### config.mk
export PLATFORM = sky130hd
export DESIGN_NAME = key_loader
export DESIGN_NICKNAME = d
export VERILOG_FILES = /design/src/rtl/key_pkg.sv /design/src/rtl/key_shift_reg.sv /design/src/rtl/key_loader.sv
export SDC_FILE = /design/constraint.sdc
export NUM_CORES = 1
export LEC_CHECK = 0
export CAP_MARGIN = 20
export CORE_MARGIN = 10
export CORE_UTILIZATION = 55
export CTS_BUF_LIST = sky130_fd_sc_hd__clkbuf_4 sky130_fd_sc_hd__clkbuf_8 sky130_fd_sc_hd__clkbuf_16
export DETAILED_ROUTE_END_ITERATION = 6
export HOLD_SLACK_MARGIN = 0.02
export PLACE_DENSITY = 0.86
export SYNTH_ARGS = -nofsm -noshare
export SYNTH_HDL_FRONTEND = slang
export SYNTH_SLANG_ARGS = --single-unit
### constraint.sdc
create_clock -name clk -period 4.2 [get_ports clk]
set_input_delay 0.84 -clock clk [delete_from_list [all_inputs] [get_ports clk]]
set_output_delay 0.84 -clock clk [all_outputs]
set_load 0.005 [all_outputs]
### src/rtl/key_pkg.sv
// Shared definitions for the key loader: FSM state encoding, default key width,
// and the even-parity helper used by the optional parity check.
// Ports: none (package). Optional feature macro: KEY_LOADER_PARITY_EN.
package key_pkg;

  localparam int KEY_W_DEFAULT = 16;
  // Widest key the parity helper accepts; narrower keys are zero-extended.
  localparam int KEY_W_MAX     = 64;

  typedef enum logic [2:0] {
    IDLE  = 3'd0,
    SHIFT = 3'd1,
    CHECK = 3'd2,
    DONE  = 3'd3,
    ERROR = 3'd4
  } state_e;

  // Zero-extension does not change the XOR, so any KEY_W <= KEY_W_MAX is fine.
  function automatic logic even_parity(input logic [KEY_W_MAX-1:0] v);
    return ^v;
  endfunction

endpackage

### src/rtl/key_shift_reg.sv
// KEY_W-bit serial-in shift register with synchronous clear, enable and direction select.
// Latency: a bit presented with en_i is visible on q_o after the next rising edge.
// Backpressure: none; the caller gates en_i. Ports: clk, rst_n, clr_i, en_i,
// msb_first_i (1: shift toward MSB so the first bit ends in q_o[KEY_W-1]), bit_i, q_o.
module key_shift_reg
  import key_pkg::*;
#(
  parameter int KEY_W = KEY_W_DEFAULT
) (
  input  logic             clk,
  input  logic             rst_n,
  input  logic             clr_i,
  input  logic             en_i,
  input  logic             msb_first_i,
  input  logic             bit_i,
  output logic [KEY_W-1:0] q_o
);

  logic [KEY_W-1:0] sr_q, sr_d;

  always_comb begin
    sr_d = sr_q;
    if (clr_i) begin
      sr_d = '0;
    end else if (en_i) begin
      if (msb_first_i) sr_d = {sr_q[KEY_W-2:0], bit_i};
      else             sr_d = {bit_i, sr_q[KEY_W-1:1]};
    end
  end

  always_ff @(posedge clk or negedge rst_n) begin
    if (!rst_n) sr_q <= '0;
    else        sr_q <= sr_d;
  end

  assign q_o = sr_q;

endmodule

### src/rtl/key_loader.sv
// Serial key loader for a locked netlist: shifts KEY_W bits (plus an optional even-parity
// bit when KEY_LOADER_PARITY_EN is defined), checks, then presents the key and locks.
// Latency: key_valid rises two cycles after the final accepted beat. Backpressure:
// ser_ready is high only in SHIFT; beats move on ser_valid && ser_ready, gaps stall.
// Ports: clk, rst_n (async, active-low), start, ser_valid, ser_data, ser_ready,
// key_out[KEY_W], key_valid, busy, err (constant 0 unless KEY_LOADER_PARITY_EN).
module key_loader
  import key_pkg::*;
#(
  parameter int KEY_W     = KEY_W_DEFAULT,
  parameter bit MSB_FIRST = 1'b1
) (
  input  logic             clk,
  input  logic             rst_n,
  input  logic             start,
  input  logic             ser_valid,
  input  logic             ser_data,
  output logic             ser_ready,
  output logic [KEY_W-1:0] key_out,
  output logic             key_valid,
  output logic             busy,
  output logic             err
);

`ifdef KEY_LOADER_PARITY_EN
  localparam int BEATS = KEY_W + 1;
`else
  localparam int BEATS = KEY_W;
`endif
  // Sized to hold the full beat count of a load, so the counter never wraps.
  localparam int CNT_W = $clog2(BEATS + 1);
  localparam logic [CNT_W-1:0] KEY_BEATS = CNT_W'(KEY_W);
  localparam logic [CNT_W-1:0] LAST_BEAT = CNT_W'(BEATS - 1);

  state_e           state_q, state_d;
  logic [CNT_W-1:0] cnt_q, cnt_d;
  logic             accept;
  logic             sr_clr;
  logic             sr_en;
  logic             check_pass;
  logic [KEY_W-1:0] sr_key;

  assign accept = (state_q == SHIFT) && ser_valid;
  // Only the first KEY_W beats are key bits; a trailing parity beat is held separately.
  assign sr_en  = accept && (cnt_q < KEY_BEATS);

`ifdef KEY_LOADER_PARITY_EN
  logic par_q, par_d;

  always_ff @(posedge clk or negedge rst_n) begin
    if (!rst_n) par_q <= 1'b0;
    else        par_q <= par_d;
  end

  assign check_pass = ~(even_parity(KEY_W_MAX'(sr_key)) ^ par_q);
`else
  assign check_pass = 1'b1;
`endif

  always_comb begin
    state_d = state_q;
    cnt_d   = cnt_q;
    sr_clr  = 1'b0;
`ifdef KEY_LOADER_PARITY_EN
    par_d   = par_q;
`endif
    case (state_q)
      IDLE, ERROR: begin
        if (start) begin
          state_d = SHIFT;
          cnt_d   = '0;
          sr_clr  = 1'b1;
`ifdef KEY_LOADER_PARITY_EN
          par_d   = 1'b0;
`endif
        end
      end
      SHIFT: begin
        if (accept) begin
          cnt_d = cnt_q + 1'b1;
`ifdef KEY_LOADER_PARITY_EN
          if (cnt_q == KEY_BEATS) par_d = ser_data;
`endif
          if (cnt_q == LAST_BEAT) state_d = CHECK;
        end
      end
      CHECK:   state_d = check_pass ? DONE : ERROR;
      // DONE only leaves through reset so a loaded key cannot be replaced in the field.
      DONE:    state_d = DONE;
      default: state_d = IDLE;
    endcase
  end

  always_ff @(posedge clk or negedge rst_n) begin
    if (!rst_n) begin
      state_q <= IDLE;
      cnt_q   <= '0;
    end else begin
      state_q <= state_d;
      cnt_q   <= cnt_d;
    end
  end

  key_shift_reg #(
    .KEY_W (KEY_W)
  ) u_shift (
    .clk         (clk),
    .rst_n       (rst_n),
    .clr_i       (sr_clr),
    .en_i        (sr_en),
    .msb_first_i (MSB_FIRST),
    .bit_i       (ser_data),
    .q_o         (sr_key)
  );

  // Outputs decode straight from state so reset clears them without waiting for an edge.
  assign ser_ready = (state_q == SHIFT);
  assign busy      = (state_q == SHIFT) || (state_q == CHECK);
  assign key_valid = (state_q == DONE);
  // Gate so partial or failed keys never reach the locked netlist.
  assign key_out   = key_valid ? sr_key : '0;
`ifdef KEY_LOADER_PARITY_EN
  assign err       = (state_q == ERROR);
`else
  assign err       = 1'b0;
`endif

endmodule

==> results of run 1 <==
==> through the flow <==
stage	utilization, %	instance area (sq um)	instances	hold slack, ps	worst slack (ps)
2_1_floorplan	-	1310	151	496	2360
3_3_place_gp	67.4	1510	190	515	1740
3_5_place_dp	67.4	1510	190	524	1670
4_1_cts	68.7	1540	194	545	1360
5_1_grt	68.7	1540	194	576	1190
6_report	68.7	1540	194	541	1340
==> state kept, by name, indices dropped and copies added (netlist names) <==
signal and cells:
u_shift.q_o 16, state_q 2, cnt_q 5
==> kinds of logic (layout without fill, tap and decap cells) <==
logic type | after synthesis | count (layout) | synth area share, %
buffers and inverters | 17 | 32 | 6.87
other | 1 | 1 | 0.286
and+or+nand+nor | 73 | 73 | 29.0
adders and majority gates | 6 | 6 | 5.73
DFF | 23 | 23 | 43.9
AOI/OAI and AO/OA | 31 | 31 | 14.2
==> worst min-delay path, stage by stage (launching register included) <==
cell and delay, ps:
dfrtp_1 400, nand2_1 60, a21oi_1 60
==> synthesized netlist by cell type (2+ instances only) <==
library cell  number  share of area [%]
dfrtp_1           23                 44
nand3_1            2               0.76
inv_1              5                1.4
nand4_1            2               0.95
ha_1               6                5.7
o211ai_1           3                1.7
clkbuf_1           3               0.86
a2bb2oi_1          2                1.3
nand3b_1           3                1.7
buf_2              6                2.3
nand2_1           37                 11
a21oi_1           17                6.5
buf_6              2                1.7
o21ai_1            2               0.76
nor2b_1            2               0.95
or3b_1             2                1.3
nor2_1             2               0.57
and2_1            17                8.1
==> how the worst min path moves through the flow <==
stage,start,end,slack [ps],depth (start not counted)
finish,u_shift.q_o[15],u_shift.q_o[15],540,2
global route,u_shift.q_o[10],u_shift.q_o[11],580,2
floorplan,u_shift.q_o[15],u_shift.q_o[15],500,2
global placement,u_shift.q_o[15],u_shift.q_o[15],510,2
CTS,u_shift.q_o[4],u_shift.q_o[4],550,2
detailed placement,u_shift.q_o[4],u_shift.q_o[5],520,2
==> routing by layer <==
layer  share of wire, %  vias to the layer above  global-route usage (%)
li1                   -                      529                       -
met1                 42                      515                    16.7
met2                 49                       42                    21.8
met3                8.1                        6                    3.38
met4                1.4                        0                    4.93
met5                  0                        -                       0
==> area by class of cell <==
type / instances / area [sq um] / share of cell area [%]
clock buffer: 4 / 30.0 / 1.96
inverter: 5 / 18.8 / 1.22
multi-input combinational: 111 / 646 / 42.1
sequential: 23 / 576 / 37.5
tap: 28 / 35.0 / 2.28
timing repair buffer: 23 / 230 / 15.0
==> power breakdown <==
part           internal [mW]  switching (mW)
clock                 0.0435          0.0643
sequential             0.222        0.000589
combinational        0.00490         0.00871
total                  0.270          0.0736
==> run summary, run 1 <==
total gr overflow = 0
Final period util = 68.0%
Final HPWL DP = 2050 um
most frequent cells in the layout = 37 x nand2_1, 23 x dfrtp_1, 23 x clkdlybuf4s50_1
CP arrival = 2020 ps
worst setup path category = register to output port
layout cells sized above 1 = 3.01%
global-route wire length before repair = 4950 um
CP Launch Point = state_q[1]
P&R area growth vs syn = 17.1%
Fillers = 189
cell at the slowest stage of the critical path = clkdlybuf4s50_1
Port Buf Inserts = 23
EDFF count, synth = 0
DR DRC count = 0
Slew Viols, Final = 0
Clock Latency Late Sink = 310 ps
crit-path leading delay family = buffers and inverters
Die Footprint = 0.00474 sq mm
initial antenna violation count = 0
drt initial violations = 61
synthesized flop and latch total = 23
max_slew headroom = 31.1%
Post-CTS Setup Inserts = 0
RR Endpoint = u_shift.q_o[14]
Hold Buf Count CTS = 0
Syn. warnings = 0
Worst setup SP type = register
H-tree depth = 1
post-CTS sizing = 0
nets = 178
Critical Path RT = 3360 ps
Clock Sinks = 23
Pleak = 0.659 nW
Crit. End Element = output port
antenna-violating nets left = 0
CP Depth = 3
PwrDens = 224 mW/mm^2
core area = 0.00223 sq mm
vias post-DR = 1092
Die H = 68.8 um
Starting Density = 58.7%
First-pass DRT Iterations = 4
Slew @ Worst Pin = 1030 ps
post-DR vias/cell = 5.63
Final Hold Fails = 0
buffer levels on the longest clock path = 2
number of max-cap violations = 0
crit path cell chain = inv_1, ha_1, clkdlybuf4s50_1
std cell rows = 17
WL per Instance = 15.0 um
vias in the first global route = 1033
largest net degree at the start of global routing = 24
CTS clk-pin slew, worst paths = 130 ps
Post-Syn Area = 0.00131 sq mm
ANT cells = 0
Power, Total = 0.344 mW
Worst Path Buf+Inv = 2
Post-Syn Area per Cell = 8.68 sq um
TritonCTS clock tree = done
setup tns final = 0 ps
Die Span X = 68.8 um
skew final = 5.60 ps
FF-to-FF Start = state_q[1]
syn_nets = 162
R2R cell count = 5
final setup fails = 0
maximum VDD drop = 193 uV
Netlist cell types = 33
Final GP Congestion = 0.762
Setup crit end = ser_ready
outcome = complete, no violations
ys flop type = dfrtp_1
io pins = 25
FMAX = 350 MHz
crit-path max cell delay = 630 ps
RSZ-0062 raised after global routing = false
fraction of registers with async set/reset = 100%
r2r setup slk = 2140 ps
worst-path maximum fanout = 20
Post-Synthesis Cells = 151
fin crit period = 2860 ps
wirelength, routed = 2900 um
All-Layer GR Usage = 13.4%
clock buffer count from CTS = 3
post-synthesis sequential area ratio = 43.9%
commonest non-fill, non-tap cell in the layout = nand2_1
Clock Root Buffer = clkbuf_4
Worst Hold Class = register to register
Note: power is estimated with default switching activity, not from simulation.
==> run 2, diff against run 1 <==
--- a/config.mk
+++ b/config.mk
@@ -6,12 +6,13 @@
 export NUM_CORES = 1
 export LEC_CHECK = 0
 export CAP_MARGIN = 20
+export CORE_ASPECT_RATIO = 0.5
 export CORE_MARGIN = 10
-export CORE_UTILIZATION = 55
+export CORE_UTILIZATION = 46
 export CTS_BUF_LIST = sky130_fd_sc_hd__clkbuf_4 sky130_fd_sc_hd__clkbuf_8 sky130_fd_sc_hd__clkbuf_16
 export DETAILED_ROUTE_END_ITERATION = 6
 export HOLD_SLACK_MARGIN = 0.02
-export PLACE_DENSITY = 0.86
+export PLACE_DENSITY = 0.77
 export SYNTH_ARGS = -nofsm -noshare
 export SYNTH_HDL_FRONTEND = slang
 export SYNTH_SLANG_ARGS = --single-unit
==> constraint.sdc (replaced) <==
create_clock -name clk -period 2.5 [get_ports clk]
set_input_delay 0.5 -clock clk [delete_from_list [all_inputs] [get_ports clk]]
set_output_delay 0.5 -clock clk [all_outputs]
set_load 0.005 [all_outputs]
==> run summary, run 2 (same netlist as run 1, synthesis figures left out) <==
outcome = complete, no violations
buffer levels on the longest clock path = 2
vias in the first global route = 1010
CTS clk-pin slew, worst paths = 90 ps
R2R cell count = 7
Die Span X = 95.5 um
Fillers = 231
commonest non-fill, non-tap cell in the layout = nand2_1
ANT cells = 0
Slew Viols, Final = 0
antenna-violating nets left = 0
First-pass DRT Iterations = 4
fin crit period = 2350 ps
initial antenna violation count = 0
Largest register FFs = 16
total gr overflow = 0
CP arrival = 1850 ps
All-Layer GR Usage = 10.5%
core area = 0.00265 sq mm
Multi-input gate area = 646 sq um
cell at the slowest stage of the critical path = clkdlybuf4s50_1
largest net degree at the start of global routing = 24
Die Footprint = 0.00552 sq mm
FF-to-FF Start = state_q[1]
nets = 183
FMAX = 426 MHz
Die H = 57.8 um
RSZ-0062 raised after global routing = false
wirelength, routed = 2710 um
Crit. End Element = output port
P&R area growth vs syn = 22.0%
vias post-DR = 1064
Final HPWL DP = 1940 um
Final Cell Area = 0.00160 sq mm
Slew @ Worst Pin = 558 ps
Starting Density = 49.5%
RR Endpoint = u_shift.q_o[11]
Final period util = 93.8%
final setup fails = 0
Pleak = 0.691 nW
TritonCTS clock tree = done
post-CTS sizing = 0
most frequent cells in the layout = 37 x nand2_1, 23 x dfrtp_1, 23 x clkdlybuf4s50_1
global-route wire length before repair = 4730 um
std cell rows = 13
DR DRC count = 0
post-placement cell area = 0.00155 sq mm
crit-path max cell delay = 500 ps
number of max-cap violations = 0
maximum VDD drop = 210 uV
layout cells sized above 1 = 5.85%
Hold EP = u_shift.q_o[15]
r2r setup slk = 770 ps
Critical Path RT = 2000 ps
setup tns final = 0 ps
drt initial violations = 21
Clock Root Buffer = clkbuf_8
hold path depth = 2
worst-path maximum fanout = 17
WL per Instance = 13.0 um
Worst Hold Class = register to register
Port Buf Inserts = 23
Hold Buf Count CTS = 0
Worst setup SP type = register
Worst Path Buf+Inv = 1
Post-CTS Setup Inserts = 0
Final GP Congestion = 0.740
PwrDens = 397 mW/mm^2
Final Hold Fails = 0
io pins = 25
max_slew headroom = 62.8%
crit-path leading delay family = buffers and inverters
Clock Latency Late Sink = 270 ps
Clock Sinks = 23
utilization after layout = 60.4%
clock buffer count from CTS = 3
crit path cell chain = ha_1, and2_1, clkdlybuf4s50_1
Worst Hold Launch = u_shift.q_o[15]
skew final = 2.20 ps
worst setup path category = register to output port
sequential cell area = 576 sq um
post-DR vias/cell = 5.12
H-tree depth = 1
## run 2: worst max path at each step
stage / startpoint / cells after the start / to
CTS: state_q[0] / 3 / key_out[3]
global placement: state_q[0] / 3 / key_out[6]
floorplan: state_q[0] / 7 / cnt_q[2]
detailed placement: state_q[0] / 3 / key_out[1]
global route: state_q[0] / 3 / key_out[7]
finish: state_q[0] / 3 / key_out[3]
## run 2: tightest hold or removal path: stages, from the launching register on
cell and delay [ps]:
dfrtp_1 380, nand2_1 60, a21oi_1 60
## run 2: cell type report
class | count | area share [%]
clock buffers | 3 | 2.58
clock inverters | 1 | 0.313
inverters | 5 | 1.17
multi-input cells | 111 | 40.3
flip-flops and latches | 23 | 36.0
well taps | 37 | 2.89
repair buffers | 28 | 16.7
## run 2: power by group
part / internal (mW) / switching (mW)
clock: 0.111 / 0.125
sequential: 0.372 / 0.00110
combinational: 0.0102 / 0.0146
total: 0.494 / 0.141
## run 2: metrics by stage
step / instances / hold slack, ps / setup WS [ps] / power [mW]
detailed placement: 204 / 519 / 429 / 0.406
global route: 208 / 567 / 11.7 / 0.663
global placement: 204 / 509 / 485 / 0.406
CTS: 208 / 531 / 128 / 0.640
finish: 208 / 524 / 154 / 0.635
floorplan: 151 / 204 / 919 / 0.388
## run 2: routing by layer
| layer | GRT usage [%] | up-vias | share of wire (%) |
|---|---|---|---|
| met5 | 0 | - | 0 |
| met4 | 3.76 | 0 | 1.1 |
| met2 | 18.0 | 22 | 49 |
| met1 | 12.6 | 500 | 44 |
| li1 | - | 540 | - |
| met3 | 2.44 | 2 | 5.8 |
==> run 3, diff against run 2 <==
--- a/config.mk
+++ b/config.mk
@@ -6,13 +6,14 @@
 export NUM_CORES = 1
 export LEC_CHECK = 0
 export CAP_MARGIN = 20
-export CORE_ASPECT_RATIO = 0.5
+export CORE_ASPECT_RATIO = 2
 export CORE_MARGIN = 10
-export CORE_UTILIZATION = 46
+export CORE_UTILIZATION = 47
 export CTS_BUF_LIST = sky130_fd_sc_hd__clkbuf_4 sky130_fd_sc_hd__clkbuf_8 sky130_fd_sc_hd__clkbuf_16
 export DETAILED_ROUTE_END_ITERATION = 6
 export HOLD_SLACK_MARGIN = 0.02
-export PLACE_DENSITY = 0.77
+export PLACE_DENSITY = 0.78
 export SYNTH_ARGS = -nofsm -noshare
 export SYNTH_HDL_FRONTEND = slang
+export SYNTH_HIERARCHICAL = 1
 export SYNTH_SLANG_ARGS = --single-unit
==> run summary, run 3 <==
outcome = complete, no violations
EDFF count, synth = 0
TritonCTS clock tree = done
Clock Sinks = 23
H-tree depth = 1
buffer levels on the longest clock path = 2
Port Buf Inserts = 23
fraction of registers with async set/reset = 100%
RSZ-0062 raised after global routing = false
most frequent cells in the layout = 23 x dfrtp_1, 23 x clkdlybuf4s50_1, 17 x and2_1, 17 x mux2i_1
Worst setup SP type = register
post-synthesis sequential area ratio = 41.4%
Worst Hold Class = register to register
Die H = 96.9 um
CP arrival = 1750 ps
most instantiated cells after synthesis = 23 x dfrtp_1, 17 x and2_1, 17 x mux2i_1, 16 x a211oi_1, 16 x nor2_1
First-pass DRT Iterations = 4
skew final = 1.98 ps
Final Hold Fails = 0
nets = 170
number of max-cap violations = 0
Crit. End Element = output port
Logic pwr share = 5.0%
clock buffer count from CTS = 3
syn_nets = 151
Critical Path RT = 2000 ps
Final Worst Setup Slack = 247 ps
Pleak = 0.718 nW
Netlist cell types = 26
ANT cells = 0
clock power share = 36.9%
final setup fails = 0
Clock Root Buffer = clkbuf_8
Post-Syn Area per Cell = 9.92 sq um
io pins = 25
layout cells sized above 1 = 5.06%
Final period util = 90.1%
largest area contributor in the netlist = dfrtp_1
Pint = 0.509 mW
Post-Syn Area = 0.00139 sq mm
Die Footprint = 0.00566 sq mm
Final GP Congestion = 0.710
PwrDens = 388 mW/mm^2
total gr overflow = 0
WL per Instance = 15.1 um
DR DRC count = 0
vias post-DR = 1053
Slew @ Worst Pin = 579 ps
top cells by area, synth = dfrtp_1 41%, mux2i_1 12%, a211oi_1 8.6%, and2_1 7.7%, ha_1 5.4%
maximum VDD drop = 274 uV
worst slack, placed = 419 ps
std cell rows = 27
vias in the first global route = 1092
setup tns final = 0 ps
P&R area growth vs syn = 18.5%
CTS clk-pin slew, worst paths = 80 ps
antenna-violating nets left = 0
count leader, synth = dfrtp_1
global-route wire length before repair = 4990 um
fin crit period = 2250 ps
Die Span X = 58.4 um
Largest register FFs = 16
sw frac = 20.4%
max_slew headroom = 61.4%
worst-path maximum fanout = 11
Starting Density = 49.5%
Slew Viols, Final = 0
core area = 0.00280 sq mm
initial antenna violation count = 0
largest net degree at the start of global routing = 33
drt initial violations = 20
FMAX = 444 MHz
worst setup path category = register to output port
Clock Latency Late Sink = 260 ps
wirelength, routed = 2830 um
Sequential Power Share = 58.1%
Net Sw Power = 0.130 mW
Post-Synthesis Cells = 140
post-DR vias/cell = 5.63
All-Layer GR Usage = 10.3%
area fraction of the dominant cell type after synthesis = 41.4%
synthesized flop and latch total = 23
Syn. warnings = 6
ys flop type = dfrtp_1
Final HPWL DP = 2120 um
==> run 3: cell count changes after synthesis, moves of 3 or more <==
cell,delta
nand3b_1,-3
nor2_1,+14
o211ai_1,-3
a211oi_1,+15
nand2b_1,+3
mux2i_1,+17
a22o_1,+3
a21oi_1,-17
nand2_1,-33
buf_2,-3
==> run 3: per-stage QoR <==
| step | area (sq um) | power (mW) | instances | hold slack, ps | utilization [%] |
|---|---|---|---|---|---|
| 2_1_floorplan | 1390 | 0.401 | 140 | 204 | - |
| 3_3_place_gp | 1590 | 0.410 | 183 | 488 | 56.8 |
| 3_5_place_dp | 1590 | 0.410 | 183 | 501 | 56.8 |
| 4_1_cts | 1640 | 0.645 | 187 | 519 | 58.6 |
| 5_1_grt | 1650 | 0.667 | 187 | 537 | 58.7 |
| 6_report | 1650 | 0.639 | 187 | 520 | 58.7 |
==> run 3: kinds of logic after synthesis <==
family	after synthesis	share of synthesized area, %
simple gates	51	20.1
compound gates	26	13.7
flops	23	41.4
mux	17	12.3
buf+inv	15	6.58
fa+ha+maj	6	5.41
other cells	2	0.541
==> run 3: worst paths after layout <==
kind	start	end	slack, ps	cells after the start
setup / recovery	state_q[1]	ser_ready	250	3
hold / removal	cnt_q[4]	cnt_q[4]	520	1
setup reg to reg	state_q[1]	u_shift/q_o[1]	660	6
hold reg to reg	cnt_q[4]	cnt_q[4]	520	1
max in group asynchronous	rst_n	state_q[1]	1680	2
min in group asynchronous	rst_n	u_shift/q_o[11]	590	2
==> run 3: critical path: stages, from the launching register on <==
cell             delay [ps]
dfrtp_1                 390
inv_1                   130
ha_1                    400
clkdlybuf4s50_1         580
==> run 3: layout make-up <==
| cell class | count | area (sq um) |
|---|---|---|
| fill | 255 | 1160 |
| sequential | 23 | 576 |
| clock buffer | 4 | 48.8 |
| multi-input combinational | 102 | 724 |
| timing repair buffer | 25 | 245 |
| inverter | 4 | 15.0 |
| tap | 29 | 36.3 |
==> run 3: what timing repair did <==
action / CTS / global route
hold buffers: 0 / 0
endpoints found under the setup margin: 0 / 13
setup buffers: 0 / 0
resized for setup: 0 / 1
==> run 3: power by group through the flow <==
stage / Clock [mW] / Sequential (mW) / Combinational, mW
after CTS: 0.243 / 0.372 / 0.0311
after global placement: 0 / 0.379 / 0.0305
after detailed placement: 0 / 0.379 / 0.0311
after global routing: 0.260 / 0.372 / 0.0351
final: 0.236 / 0.372 / 0.0317
after floorplan: 0 / 0.379 / 0.0221
==> run 3: routing by layer <==
metal  wire length [um]  up-vias  global-route usage, %
li1                   -      522                      -
met1               1120      506                   10.9
met2               1520       23                   18.1
met3                165        2                   2.75
met4                 27        0                   3.80
met5                  0        -                      0
